### config.mk
export PLATFORM = sky130hd
export DESIGN_NAME = apb_dual_master_arb
export DESIGN_NICKNAME = d
export VERILOG_FILES = /design/src/rtl/apb_dual_master_arb.sv
export SDC_FILE = /design/constraint.sdc
export NUM_CORES = 1
export LEC_CHECK = 0
export ABC_AREA = 1
export ABC_CLOCK_PERIOD_IN_PS = 2370
export BUFFER_PORTS_ARGS = -buffer_cell sky130_fd_sc_hd__clkbuf_2
export CAP_MARGIN = 20
export CORE_ASPECT_RATIO = 0.6
export CORE_UTILIZATION = 51
export CTS_CLUSTER_SIZE = 12
export DETAILED_ROUTE_END_ITERATION = 8
export PLACE_DENSITY_LB_ADDON = 0.1
export SLEW_MARGIN = 0
export SYNTH_ARGS = -nofsm -noshare
export SYNTH_HDL_FRONTEND = slang
export SYNTH_SLANG_ARGS = --single-unit
### constraint.sdc
create_clock -name PCLK -period 2.37 [get_ports PCLK]
set_input_delay 0.474 -clock PCLK [delete_from_list [all_inputs] [get_ports PCLK]]
set_output_delay 0.474 -clock PCLK [all_outputs]
set_load 0.02 [all_outputs]
### src/rtl/apb_dual_master_arb.sv
`default_nettype none
// ============================================================================
// Module   : apb_dual_master_arb
// Purpose  : Two-client APB master. Accepts valid/ready register requests from
//            two on-chip clients, grants one at a time round-robin, runs the
//            APB SETUP/ACCESS sequence (PREADY wait states honoured) and returns
//            the response to the client that won the grant.
// Ports    : PCLK, PRESETn (async, active-low)
//            m0_req_* / m1_req_*  : client request (valid, write, addr, wdata, ready)
//            m0_rsp_* / m1_rsp_*  : client response (valid, rdata, err)
//            PSEL, PENABLE, PWRITE, PADDR, PWDATA, PRDATA, PREADY : APB master
// Options  : APB_TIMEOUT_EN - abort an ACCESS phase after TIMEOUT_CYC wait
//            cycles and report it on mX_rsp_err. Undefined: rsp_err tied 0.
// Revision : 1.0 - initial release
// ============================================================================
module apb_dual_master_arb #(
  parameter int ADDR_W      = 8,
  parameter int DATA_W      = 8,
  parameter int TIMEOUT_CYC = 16
) (
  input  logic              PCLK,
  input  logic              PRESETn,
  input  logic              m0_req_valid,
  input  logic              m0_req_write,
  input  logic [ADDR_W-1:0] m0_req_addr,
  input  logic [DATA_W-1:0] m0_req_wdata,
  output logic              m0_req_ready,
  output logic              m0_rsp_valid,
  output logic [DATA_W-1:0] m0_rsp_rdata,
  output logic              m0_rsp_err,
  input  logic              m1_req_valid,
  input  logic              m1_req_write,
  input  logic [ADDR_W-1:0] m1_req_addr,
  input  logic [DATA_W-1:0] m1_req_wdata,
  output logic              m1_req_ready,
  output logic              m1_rsp_valid,
  output logic [DATA_W-1:0] m1_rsp_rdata,
  output logic              m1_rsp_err,
  output logic              PSEL,
  output logic              PENABLE,
  output logic              PWRITE,
  output logic [ADDR_W-1:0] PADDR,
  output logic [DATA_W-1:0] PWDATA,
  input  logic [DATA_W-1:0] PRDATA,
  input  logic              PREADY
);

  typedef enum logic [1:0] {
    S_IDLE   = 2'd0,
    S_SETUP  = 2'd1,
    S_ACCESS = 2'd2
  } state_t;

  state_t r_state;
  state_t w_state_nxt;
  logic   r_last_grant;   // 1: m1 was granted last, so m0 wins a tie
  logic   r_owner;        // client that owns the transfer in flight
  logic   w_gnt0;
  logic   w_gnt1;
  logic   w_done;         // ACCESS completes with PREADY this cycle
  logic   w_abort;        // ACCESS abandoned by the timeout this cycle

`ifdef APB_TIMEOUT_EN
  localparam int               CNT_W     = $clog2(TIMEOUT_CYC + 1);
  localparam logic [CNT_W-1:0] c_tmo_max = CNT_W'(TIMEOUT_CYC);
  logic [CNT_W-1:0] r_tmo_cnt;
`endif

  // APB strobes are pure decodes of the state register, so the async reset
  // removes them immediately.
  assign PSEL    = (r_state != S_IDLE);
  assign PENABLE = (r_state == S_ACCESS);

  assign m0_req_ready = w_gnt0;
  assign m1_req_ready = w_gnt1;

  always_comb begin
    w_state_nxt = r_state;
    w_gnt0      = 1'b0;
    w_gnt1      = 1'b0;
    w_done      = 1'b0;
    w_abort     = 1'b0;
    case (r_state)
      S_IDLE: begin
        // On a tie the client that was not granted last wins.
        if (m0_req_valid && (!m1_req_valid || r_last_grant)) begin
          w_gnt0 = 1'b1;
        end else if (m1_req_valid) begin
          w_gnt1 = 1'b1;
        end
        if (m0_req_valid || m1_req_valid) begin
          w_state_nxt = S_SETUP;
        end
      end
      S_SETUP: w_state_nxt = S_ACCESS;
      S_ACCESS: begin
        if (PREADY) begin
          w_done      = 1'b1;
          w_state_nxt = S_IDLE;
        end
`ifdef APB_TIMEOUT_EN
        else if (r_tmo_cnt == c_tmo_max) begin
          w_abort     = 1'b1;
          w_state_nxt = S_IDLE;
        end
`endif
      end
      default: w_state_nxt = S_IDLE;
    endcase
  end

  always_ff @(posedge PCLK or negedge PRESETn) begin
    if (!PRESETn) begin
      r_state      <= S_IDLE;
      r_last_grant <= 1'b1;
      r_owner      <= 1'b0;
      PWRITE       <= 1'b0;
      PADDR        <= '0;
      PWDATA       <= '0;
      m0_rsp_valid <= 1'b0;
      m1_rsp_valid <= 1'b0;
      m0_rsp_rdata <= '0;
      m1_rsp_rdata <= '0;
`ifdef APB_TIMEOUT_EN
      m0_rsp_err   <= 1'b0;
      m1_rsp_err   <= 1'b0;
`endif
    end else begin
      r_state      <= w_state_nxt;
      m0_rsp_valid <= (w_done || w_abort) && !r_owner;
      m1_rsp_valid <= (w_done || w_abort) &&  r_owner;
`ifdef APB_TIMEOUT_EN
      m0_rsp_err   <= w_abort && !r_owner;
      m1_rsp_err   <= w_abort &&  r_owner;
`endif
      // Address/data phase registers only move on a grant; they keep the
      // last transfer's values while idle.
      if (w_gnt0 || w_gnt1) begin
        r_owner      <= w_gnt1;
        r_last_grant <= w_gnt1;
        PWRITE       <= w_gnt1 ? m1_req_write : m0_req_write;
        PADDR        <= w_gnt1 ? m1_req_addr  : m0_req_addr;
        PWDATA       <= w_gnt1 ? m1_req_wdata : m0_req_wdata;
      end
      // Read data is captured only for a successful read; writes and aborts
      // return 0. The value then holds until that client's next response.
      if (w_done || w_abort) begin
        if (!r_owner) begin
          m0_rsp_rdata <= (w_done && !PWRITE) ? PRDATA : '0;
        end else begin
          m1_rsp_rdata <= (w_done && !PWRITE) ? PRDATA : '0;
        end
      end
    end
  end

`ifdef APB_TIMEOUT_EN
  // Counts ACCESS cycles spent waiting; restarted in SETUP and saturating at
  // the limit, where the ACCESS cycle decides between completion and abort.
  always_ff @(posedge PCLK or negedge PRESETn) begin
    if (!PRESETn) begin
      r_tmo_cnt <= '0;
    end else if (r_state == S_SETUP) begin
      r_tmo_cnt <= '0;
    end else if ((r_state == S_ACCESS) && !PREADY && (r_tmo_cnt != c_tmo_max)) begin
      r_tmo_cnt <= r_tmo_cnt + 1'b1;
    end
  end
`else
  assign m0_rsp_err = 1'b0;
  assign m1_rsp_err = 1'b0;
`endif

endmodule
`default_nettype wire

# Yosys cells after proc, flatten, opt, wreduce, memory -nomap -nowiden
# Cells that the tools add are included.
# totals
reg_bits	39
latchBits	0
ram_bits	0
rom_bits	0
input_bits	47
elab_cells	44
memories	0
# classes
addsub	0
n_mul	0
div	0
order_cmp	0
eq_ne	4
shift	0
n_mux	14
bitwise_logic	1
n_reduce_logical	15
# ops
op	n
$mux 8	3
$mux 1	8
$pmux 2 s3	1
$reduce_and 2->1	3
$logic_and 1x1->1	4
$mux 2	2
$logic_not 1->1	3
$logic_or 1x1->1	3
$eq 2x1->1 const B	1
$eq 2x2->1 const B	1
$logic_not 2->1	1
$ne 2x1->1 const B	1
$ne 2x2->1 const B	1
$reduce_bool 2->1	1
$not 1->1	1

# Longest topological paths before layout
# depth
ltp_word	6
depth_mapped	6
mapped_depth_nobuf	5

# Worst setup path before layout
# OpenSTA, ideal clock, no wires.
# synth_path
path_type	register to output
startpoint	reg r_state[1]
endpoint	out m0_req_ready
t_arrival_ns	1.235
required_time_ns	1.896
path_slack_ns	0.661
stages_incl_launch_ff	6
path_buffers	2
path_cell_list	dfrtp_1 nor2_4 buf_6 buf_6 nand2_1 a21oi_1
# synth_via
elab_chain_len	2
# synth_rtl
item	line_no	text
start, declared	54	state_t r_state;
start signal, assigned	129	r_state <= w_state_nxt;
$logic_not 2->1	83	case (r_state)
$mux 1	83	
end, declared	27	output logic m0_req_ready,
# Every way passes these cells.

# Worst setup path after layout
# layout_path
startpoint	reg r_state[1]
endpoint	out m1_req_ready
# layout_via
elab_chain_len	2
# layout_rtl
item	line_no	text
$logic_not 2->1	83	
$mux 1	83	
end, declared	35	output logic m1_req_ready,
# Every way passes these cells.

==> flow_metrics.py <==
metrics = {
    "status": {
        "status": "finished, final reports clean",
    },
    "worst_setup_path": {
        "worstPathRequired_ps": 1900,
        "worstSetupEndpointType": "output port",
        "crit_arrival_ps": 1570,
        "crit_buf_inv": 2,
        "critPathMaxFanout": 21,
        "setup.worst_path.start_class": "register",
        "path_cells": "nor2_4 -> nand3_1 -> inv_1 -> clkbuf_2",
        "crit_type": "register to output port",
        "reg2reg_from": "r_state[1]",
        "crit_start": "r_state[1]",
        "cp_num_cells": 4,
        "crit_end": "m1_req_ready",
        "rrSetupSlack_ps": 800,
        "reg2reg_to": "PADDR[2]",
        "slowest_stage": "dfrtp_1",
        "max_stage_delay_ps": 450,
        "critPathTopFamily": "simple AND/OR/NAND/NOR gates",
        "r2r_cells": 6,
    },
    "drt": {
        "wl_um": 4570,
        "remaining_drc_errors": 0,
        "drtIter0Drc": 88,
        "first_pass_iters": 7,
        "num_vias": 1847,
        "wl_per_cell_um": 12.2,
        "vias_per_cell": 4.94,
        "drtAntennaViolNets": 0,
    },
    "die": {
        "core_area_mm2": 0.00370,
        "fp.dieArea_mm2": 0.00418,
        "rows": 17,
        "start_util": 0.539,
        "io_pins": 88,
        "die_h_um": 50.5,
        "die_x_um": 82.8,
    },
    "power_and_ir_drop": {
        "p_seq_frac": 0.356,
        "p_clk_frac": 0.187,
        "netSwitchingPower_mw": 1.55,
        "swShare": 0.447,
        "cellPowerDensity_mw_per_mm2": 1380,
        "p_int_mw": 1.92,
        "vdd_drop_max_mv": 0.620,
        "power_leakage_nw": 1.54,
        "combPwrFrac": 0.458,
    },
    "final_layout": {
        "syn_to_final_growth_pct": 25.6,
        "stdcell_count": 374,
        "diodes": 0,
        "final_util": 0.677,
        "nets": 373,
        "mostFrequentLayoutCells": "85 x clkbuf_2, 69 x nand2_1, 40 x inv_1",
        "layout_commonest_cell": "clkbuf_2",
        "fillCellCount": 339,
        "final_layout_size_suffix_gt1_frac": 0.315,
    },
    "cts": {
        "cts.sinks": 39,
        "clkSlewWorstSetupHoldPaths_ps": 80,
        "clockRootBuffer": "clkbuf_8",
        "cts_tree": "built",
        "clk_latency_ps": 280,
        "clk_path_buf_depth": 2,
        "postCtsSetupBuffers": 0,
        "htree_levels": 2,
        "cts_resized": 0,
        "cts_hold_buf": 0,
        "cts_buffers": 5,
    },
    "global_route": {
        "grt_pass1_vias": 1707,
        "grtUsageTotal": 0.248,
        "antenna_found_initial": 0,
        "grt_max_degree": 40,
        "global_route.overflow_total": 0,
        "grt_pass1_wl_um": 7720,
    },
    "synthesis": {
        "ys_seq_elements": 39,
        "synth_cells": 246,
        "ys_types": 21,
        "synth_area_mm2": 0.00200,
        "syn_avg_cell_area_um2": 8.11,
        "synth-seq-area-share": 0.490,
        "async_reset_ff_frac": 1.00,
        "yosysWarnings": 0,
        "synth_flop_cell": "dfrtp_1",
        "synth-edff-count": 0,
    },
    "placed_design": {
        "dp.cells": 366,
        "place_hpwl_um": 3270,
        "io_buffers": 85,
        "gp_congestion": 0.794,
    },
    "sta": {
        "tightest_slew_ps": 508,
        "fin_crit_sh": 0.861,
        "tns_ps": 0,
        "fin_skew_ps": 2.38,
        "finalMaxSlewViolations": 0,
        "max_slew_margin": 0.661,
        "period_minus_slack_ps": 2040,
        "max_freq_mhz": 490,
        "rsz0062_at_grt": "false",
        "finalSetupViolCount": 0,
        "finalHoldViolations": 0,
    },
    "run": {
        "max_cap_violations": 0,
    },
    "hold_path": {
        "hold_path_class": "input port to asynchronous set/reset pin",
    },
}
==> layer usage <==
| metal | track usage | up-vias | share of wire |
|---|---|---|---|
| met5 | 0 | - | 0 |
| met4 | 0.0603 | 0 | 0.0055 |
| met3 | 0.0582 | 2 | 0.053 |
| met2 | 0.372 | 58 | 0.44 |
| met1 | 0.362 | 851 | 0.51 |
| li1 | - | 936 | - |
==> registers in the layout, indices dropped and copies added (netlist names) <==
register	flops
r_owner	1
m1_rsp_valid	1
PADDR	8
r_last_grant	1
m1_rsp_rdata	8
r_state	2
m0_rsp_rdata	8
PWDATA	8
PWRITE	1
m0_rsp_valid	1
==> per-stage QoR <==
step	setup WS, ps	area, um2	hold WS, ps	power, mW
4_1_cts	307	2510	240	3.51
6_report	329	2510	225	3.47
5_1_grt	161	2510	268	3.75
3_5_place_dp	627	2370	469	2.83
3_3_place_gp	663	2370	463	2.81
2_1_floorplan	661	2000	178	2.40
==> cell usage after synthesis (2+ instances only) <==
| cell type | number | area share |
|---|---|---|
| buf_2 | 4 | 0.010 |
| buf_4 | 8 | 0.030 |
| buf_6 | 4 | 0.023 |
| dfrtp_1 | 38 | 0.48 |
| inv_1 | 40 | 0.075 |
| nand2_1 | 69 | 0.13 |
| nand3_1 | 34 | 0.085 |
| nand4_1 | 17 | 0.053 |
| nor2_1 | 3 | 0.0056 |
| o21ai_0 | 17 | 0.043 |
| o21ai_1 | 2 | 0.0050 |
==> cell families after synthesis <==
family                 share of synthesized area
AND/OR/NAND/NOR                            0.303
buffers and inverters                      0.147
flip-flops                                 0.490
AO/OA/AOI/OAI                             0.0583
other                                    0.00188
==> worst min path at each step <==
stage                         start         endpoint  slack (ps)
final                       PRESETn     m0_rsp_valid         220
after global routing        PRESETn  m1_rsp_rdata[0]         270
after CTS                   PRESETn     m0_rsp_valid         240
after detailed placement   PADDR[1]         PADDR[1]         470
after global placement    PWDATA[7]        PWDATA[7]         460
after floorplan             PRESETn         PADDR[0]         180
==> power groups by stage <==
stage	Sequential, mW	Clock [mW]	Combinational, mW
2_1_floorplan	1.54	0	0.862
6_report	1.23	0.648	1.59
3_3_place_gp	1.23	0	1.58
4_1_cts	1.24	0.665	1.61
3_5_place_dp	1.24	0	1.59
5_1_grt	1.28	0.693	1.78
==> final cells by class <==
cell class / count / area (um2) / share of cell area
sequential: 39 / 977 / 0.390
clock buffer: 6 / 72.6 / 0.0290
timing repair buffer: 89 / 455 / 0.182
inverter: 41 / 154 / 0.0614
tap: 47 / 58.8 / 0.0235
clock inverter: 2 / 60.1 / 0.0240
multi-input combinational: 150 / 728 / 0.291
(Power assumes the default switching activity.)
